`src/rtl/serial_sub.sv`:
```
// Bit-serial WIDTH-bit subtractor: diff = a - b - bin, one bit per clock, LSB first.
// Latency: busy for WIDTH cycles after the accepting edge, then a one-cycle done pulse.
// No backpressure: start is only honoured in IDLE; results hold until the next accepted start.
module serial_sub #(
    parameter int WIDTH = 8
) (
    input  logic             clk,
    input  logic             rst,
    input  logic             start,
    input  logic [WIDTH-1:0] a,
    input  logic [WIDTH-1:0] b,
    input  logic             bin,
    output logic             busy,
    output logic             done,
    output logic [WIDTH-1:0] diff,
    output logic             bout,
    output logic             ovf
);

    // Counter carries one spare bit so it can never wrap inside an operation.
    localparam int CW = $clog2(WIDTH) + 1;

    typedef enum logic [1:0] {
        IDLE = 2'd0,
        RUN  = 2'd1,
        DONE = 2'd2
    } state_t;

    state_t           state;
    logic [WIDTH-1:0] sa;
    logic [WIDTH-1:0] sb;
    logic             br;
    logic [CW-1:0]    cnt;

    logic             d;
    logic             nb;
    logic             last;

    // Single full-subtractor stage working on the current LSBs and the stored borrow.
    assign d    = sa[0] ^ sb[0] ^ br;
    assign nb   = (~sa[0] & sb[0]) | (~(sa[0] ^ sb[0]) & br);
    assign last = (cnt == CW'(WIDTH - 1));

    // Control FSM plus the operand/result shift datapath; busy and done are registered.
    always_ff @(posedge clk or posedge rst) begin
        if (rst) begin
            state <= IDLE;
            sa    <= '0;
            sb    <= '0;
            br    <= 1'b0;
            cnt   <= '0;
            diff  <= '0;
            bout  <= 1'b0;
            ovf   <= 1'b0;
            busy  <= 1'b0;
            done  <= 1'b0;
        end else begin
            unique case (state)
                IDLE: begin
                    if (start) begin
                        sa    <= a;
                        sb    <= b;
                        br    <= bin;
                        cnt   <= '0;
                        bout  <= 1'b0;
                        ovf   <= 1'b0;
                        busy  <= 1'b1;
                        state <= RUN;
                    end
                end
                RUN: begin
                    sa   <= sa >> 1;
                    sb   <= sb >> 1;
                    diff <= {d, diff[WIDTH-1:1]};
                    br   <= nb;
                    cnt  <= cnt + CW'(1);
                    if (last) begin
                        // Signed overflow: borrow into the MSB differs from borrow out of it.
                        ovf   <= br ^ nb;
                        bout  <= nb;
                        busy  <= 1'b0;
                        done  <= 1'b1;
                        state <= DONE;
                    end
                end
                DONE: begin
                    done  <= 1'b0;
                    state <= IDLE;
                end
                default: begin
                    busy  <= 1'b0;
                    done  <= 1'b0;
                    state <= IDLE;
                end
            endcase
        end
    end

endmodule

```
`config.mk`:
```
export PLATFORM = sky130hd
export DESIGN_NAME = serial_sub
export DESIGN_NICKNAME = d
export VERILOG_FILES = /design/src/rtl/serial_sub.sv
export SDC_FILE = /design/constraint.sdc
export NUM_CORES = 1
export LEC_CHECK = 0
export CAP_MARGIN = 20
export CORE_ASPECT_RATIO = 1.1
export CORE_UTILIZATION = 38
export DETAILED_ROUTE_END_ITERATION = 7
export SLEW_MARGIN = 20
export SYNTH_ARGS = -nofsm -noshare
export SYNTH_HDL_FRONTEND = slang
export SYNTH_SLANG_ARGS = --single-unit
```
`constraint.sdc`:
```
create_clock -name clk -period 2.7 [get_ports clk]
set_input_delay 0.27 -clock clk [delete_from_list [all_inputs] [get_ports clk]]
set_output_delay 0.27 -clock clk [all_outputs]
set_load 0.02 [all_outputs]
```
# Word-level counts from Yosys, hierarchy flattened
# Cells that the tools add are included.
[word_totals] in_bits=20 regBits=35
[op_classes] n_bitwise=10 mux=21 n_eq_ne=5 n_reduce_logical=7 addsub=1
[ops] operator="8-bit case mux with 2 select lines" count=2
[ops] operator="8-bit two-way mux" count=2
[ops] operator="1-bit case mux with 2 select lines" count=4
[ops] operator="4-bit case mux with 2 select lines" count=1
[ops] operator="1-bit two-way mux" count=7
[ops] operator="2-bit AND reduction" count=3
[ops] operator="3-bit AND reduction" count=2
[ops] operator="4-bit by 1-bit adder with 4-bit output, second input constant" count=1
[ops] operator="4-bit by 3-bit equality test with 1-bit output, second input constant" count=1
[ops] operator="2-bit two-way mux" count=2
[ops] operator="4-bit two-way mux" count=1
[ops] operator="2-bit != test, second input constant" count=2
[ops] operator="1-bit NOT" count=4
[ops] operator="2-bit case mux with 2 select lines" count=1
[ops] operator="1-bit case mux with 3 select lines" count=1
[ops] operator="1-bit bitwise XOR" count=3
[ops] operator="1-bit bitwise AND" count=2
[ops] operator="2-bit by 1-bit equality test with 1-bit output, second input constant" count=1
[ops] operator="2-bit equality test, second input constant" count=1
[ops] operator="2-bit logical NOT" count=1
[ops] operator="2-bit nonzero test" count=1
[ops] operator="1-bit bitwise OR" count=1

# Logic depth before layout (Yosys ltp)
[logic_depth] ltp_word=7 mapped_depth=5

# Worst setup path before layout
# Ideal clock, no wire load.
[synth_path] path_type="reg-to-reg" start="reg cnt[0]" end="reg bout" path_stages_with_launch=5 required_ps=2574 t_arrival_ps=1199 path_slack_ps=1375 period_less_slack_ps=1325 setup_time_ps=126 cell_sequence="dfrtp_1 ha_1 and3b_1 buf_2 a221o_1"
[synth_between] elab_chain_cells=3
[synth_lines] element="from (decl)" line="33" rtl="logic [CW-1:0] cnt;"
[synth_lines] element="from (signal assigned)" line="76" rtl="cnt <= cnt + CW'(1);"
[synth_lines] element="4-bit by 3-bit equality test with 1-bit output" line="42" rtl="assign last = (cnt == CW'(WIDTH - 1));"
[synth_lines] element="2-bit != test (no source line)"
[synth_lines] element="3-bit AND reduction (no source line)"
[synth_lines] element="to (signal assigned)" line="80" rtl="bout <= nb;"
[synth_lines] element="to (decl)" line="16" rtl="output logic bout,"
# No other way between the ends.
# A chain may end at the register's enable or synchronous reset.

# Final worst setup path
[layout_path] start="reg state[1]" end="reg sb[0]"
[layout_between] elab_chain_cells=3 word_cells_on_any_way=6 cone_classes="eq/ne: 2; mux: 1; reduce/logical: 3"
[layout_lines] element="from (decl)" line="29" rtl="state_t state;"
[layout_lines] element="from (signal assigned)" line="47" rtl="state <= IDLE;"
[layout_lines] element="from (signal assigned)" line="68" rtl="state <= RUN;"
[layout_lines] element="from (signal assigned)" line="83" rtl="state <= DONE;"
[layout_lines] element="2-bit by 1-bit equality test with 1-bit output / 2-bit logical NOT (equally long branches)" line="58" rtl="unique case (state)"
[layout_lines] element="2-bit nonzero test (no source line) / 2-bit != test (equally long branches)"
[layout_lines] element="2-bit AND reduction (no source line)"
[layout_lines] element="to (signal assigned)" line="73" rtl="sb <= sb >> 1;"
[layout_lines] element="to (decl)" line="31" rtl="logic [WIDTH-1:0] sb;"
# Parallel ways exist; a longest one is shown, timed or not.

==> results.toml <==
[final_layout]
insertedDiodeCount = 0
fill_cells = 370
drive_above_1_share = 0.110
final_nets = 202
area_growth_pct = 27.1

[status]
status = "finished clean"

[clocking]
root_buffer = "clkbuf_8"
post-cts-setup-buffer-count = 0
path_clk_slew_ns = 0.07
cts_made_buffers = 5
htreeDepth = 2
cts_buffer_depth = 2
worstSkewPairLatency_ns = 0.29
cts_resized = 0
cts_tree = "done"
clock-sinks = 35
cts_hold_buf = 0

[global_route]
grt_antenna_before_repair = 0
grt_pass1_vias = 1244
grt_max_degree = 36
grt_pass1_wl_mm = 6.02
grt_overflow = 0
grt_use_total = 0.175

[synth]
ys_types = 31
synth_ff_type = "dfrtp_1"
synthArstFlopShare = 1.00
syn_area_per_cell_um2 = 10.7
yosys_register_bits = 35
syn_inst = 150
synth_top_area_frac = 0.546
synthesis.area_mm2 = 0.00160
synth.most_common_cell = "dfrtp_1"
ys_warn_count = 0
synth_nets = 172
synth-seq-area-share = 0.546
synth_enable_flop_cells = 0
yosys-top-cells-area = "dfrtp_1, mux2_2, o21ai_0, nand2_1, and3b_1"
synth_top_area_cell = "dfrtp_1"
synth_common_cells = "dfrtp_1, nand2_1, o21ai_0, a21oi_1, mux2_2"

[power_and_ir_drop]
power_mw = 2.23
swShare = 0.354
combPwrFrac = 0.399
netSwitchingPower_uw = 790
p_int_mw = 1.44
power_frac_clock = 0.187
seq_power_share = 0.414
peakVddDrop_mv = 0.702
p_leak_nw = 0.902
p_per_area_mw_per_mm2 = 1090

[floorplan]
die_x_um = 63.9
fp.dieArea_mm2 = 0.00449
num_rows = 24
io_pins = 32
core_mm2 = 0.00399
fp.dieH_um = 70.1
start_util = 0.402

[worst_setup_path]
crit_path_end_kind = "flip-flop"
rrSetupSlack_ns = 0.93
r2r_cells = 4
crit_type = "flip-flop to flip-flop"
reg2reg_from = "state[1]"
crit_fanout = 24
r2r_end = "sb[0]"
startpoint_type = "flip-flop"
crit_required_ns = 2.90
cp.arrival_ns = 1.96

[timing]
fin_tns_setup_ns = 0
timing_worst_slew_pin_value_ns = 0.748
fmax_mhz = 566
final.period_utilization = 0.654
drv_slew = 0
layout_min_cycle_time_ns = 1.77
skew_ns = 0.0103
maxSlewHeadroom = 0.501
final-setup-viol-count = 0
hold_viol_final = 0
rsz0062_at_grt = "no"

[route]
drt_wl_total_mm = 3.49
drc = 0
antenna_left = 0
first_pass_iters = 4
vias_per_cell = 5.18
wl_per_cell_um = 15.0
vias = 1207
drt-initial-drc-count = 72

[job]
drv_cap = 0

[min_path]
hp-class = "input pin to async pin"

[place]
place_congestion = 0.757
io_buffers = 31
post-dp-hpwl_mm = 2.32
placed cells by master (no fill, tap or decap), types with 2 or more instances in the layout:
master,instances
a21oi_1,11
a22o_1,2
a22oi_1,8
and3b_1,7
buf_4,3
clkbuf_8,7
clkdlybuf4s50_1,31
dfrtp_1,35
inv_1,7
mux2_2,9
nand2_1,20
nand3_1,2
nor2_1,2
nor2b_1,3
o21ai_0,18
per-stage QoR:
stage               instance area, um^2  instances  worst slack (ns)  hold WS (ns)   util
finish                             2040        233             0.934         0.388  0.511
global route                       2040        233             0.746         0.448  0.511
CTS                                2040        233             0.908         0.403  0.511
detailed placement                 1940        225             0.704         0.473  0.486
global placement                   1940        225             0.764         0.463  0.486
floorplan                          1600        150              1.38         0.424      -
power by group through the flow:
stage | Combinational [mW] | Sequential [mW] | Clock, mW
3_3_place_gp | 0.867 | 0.918 | 0
4_1_cts | 0.903 | 0.924 | 0.426
5_1_grt | 0.995 | 0.957 | 0.449
3_5_place_dp | 0.893 | 0.931 | 0
6_report | 0.891 | 0.923 | 0.416
2_1_floorplan | 0.512 | 0.982 | 0
worst max-delay path, cell delays in order, from the launching register on:
cell      delay (ns)
dfrtp_1         0.83
o21bai_1        0.40
buf_4           0.30
nand2_1         0.07
o21ai_0         0.07
kinds of logic (layout without fill, tap and decap cells):
logic type,count (synthesis),count (layout),share of synthesized area
buffers and inverters,18,49,0.0554
AOI/OAI and AO/OA,45,45,0.170
adders and majority gates,2,2,0.0203
DFF,35,35,0.546
and+or+nand+nor,39,39,0.133
muxes,10,10,0.0694
xor gates and xnor gates,1,1,0.00546
layer usage:
metal,up-vias,share of wire,routed length [um],GRT usage
met4,0,0.010,36,0.0480
met5,-,0,0,0
met2,29,0.47,1650,0.259
met1,594,0.46,1600,0.236
li1,580,-,-,-
met3,4,0.060,211,0.0719
area by class of cell:
| type | count | area, um^2 | share of cell area |
|---|---|---|---|
| clock buffer | 8 | 100 | 0.0491 |
| tap | 52 | 65.1 | 0.0319 |
| sequential | 35 | 876 | 0.429 |
| multi-input combinational | 97 | 639 | 0.313 |
| timing repair buffer | 34 | 333 | 0.163 |
| inverter | 7 | 26.3 | 0.0129 |
sequential cells by signal, indices dropped and copies added, names as in the netlist:
name,count
busy,1
done,1
ovf,1
state,2
bout,1
sa,8
br,1
diff,8
cnt,4
sb,8
how the worst max path moves through the flow:
stage,slack (ns),to,startpoint,cells after the start
3_3_place_gp,0.76,sa[0],start,5
2_1_floorplan,1.38,bout,cnt[0],4
5_1_grt,0.75,sb[2],state[0],4
3_5_place_dp,0.70,sb[0],start,5
6_report,0.93,sb[0],state[1],4
4_1_cts,0.91,sb[0],state[1],4
Power figures use the tool's default switching activity.
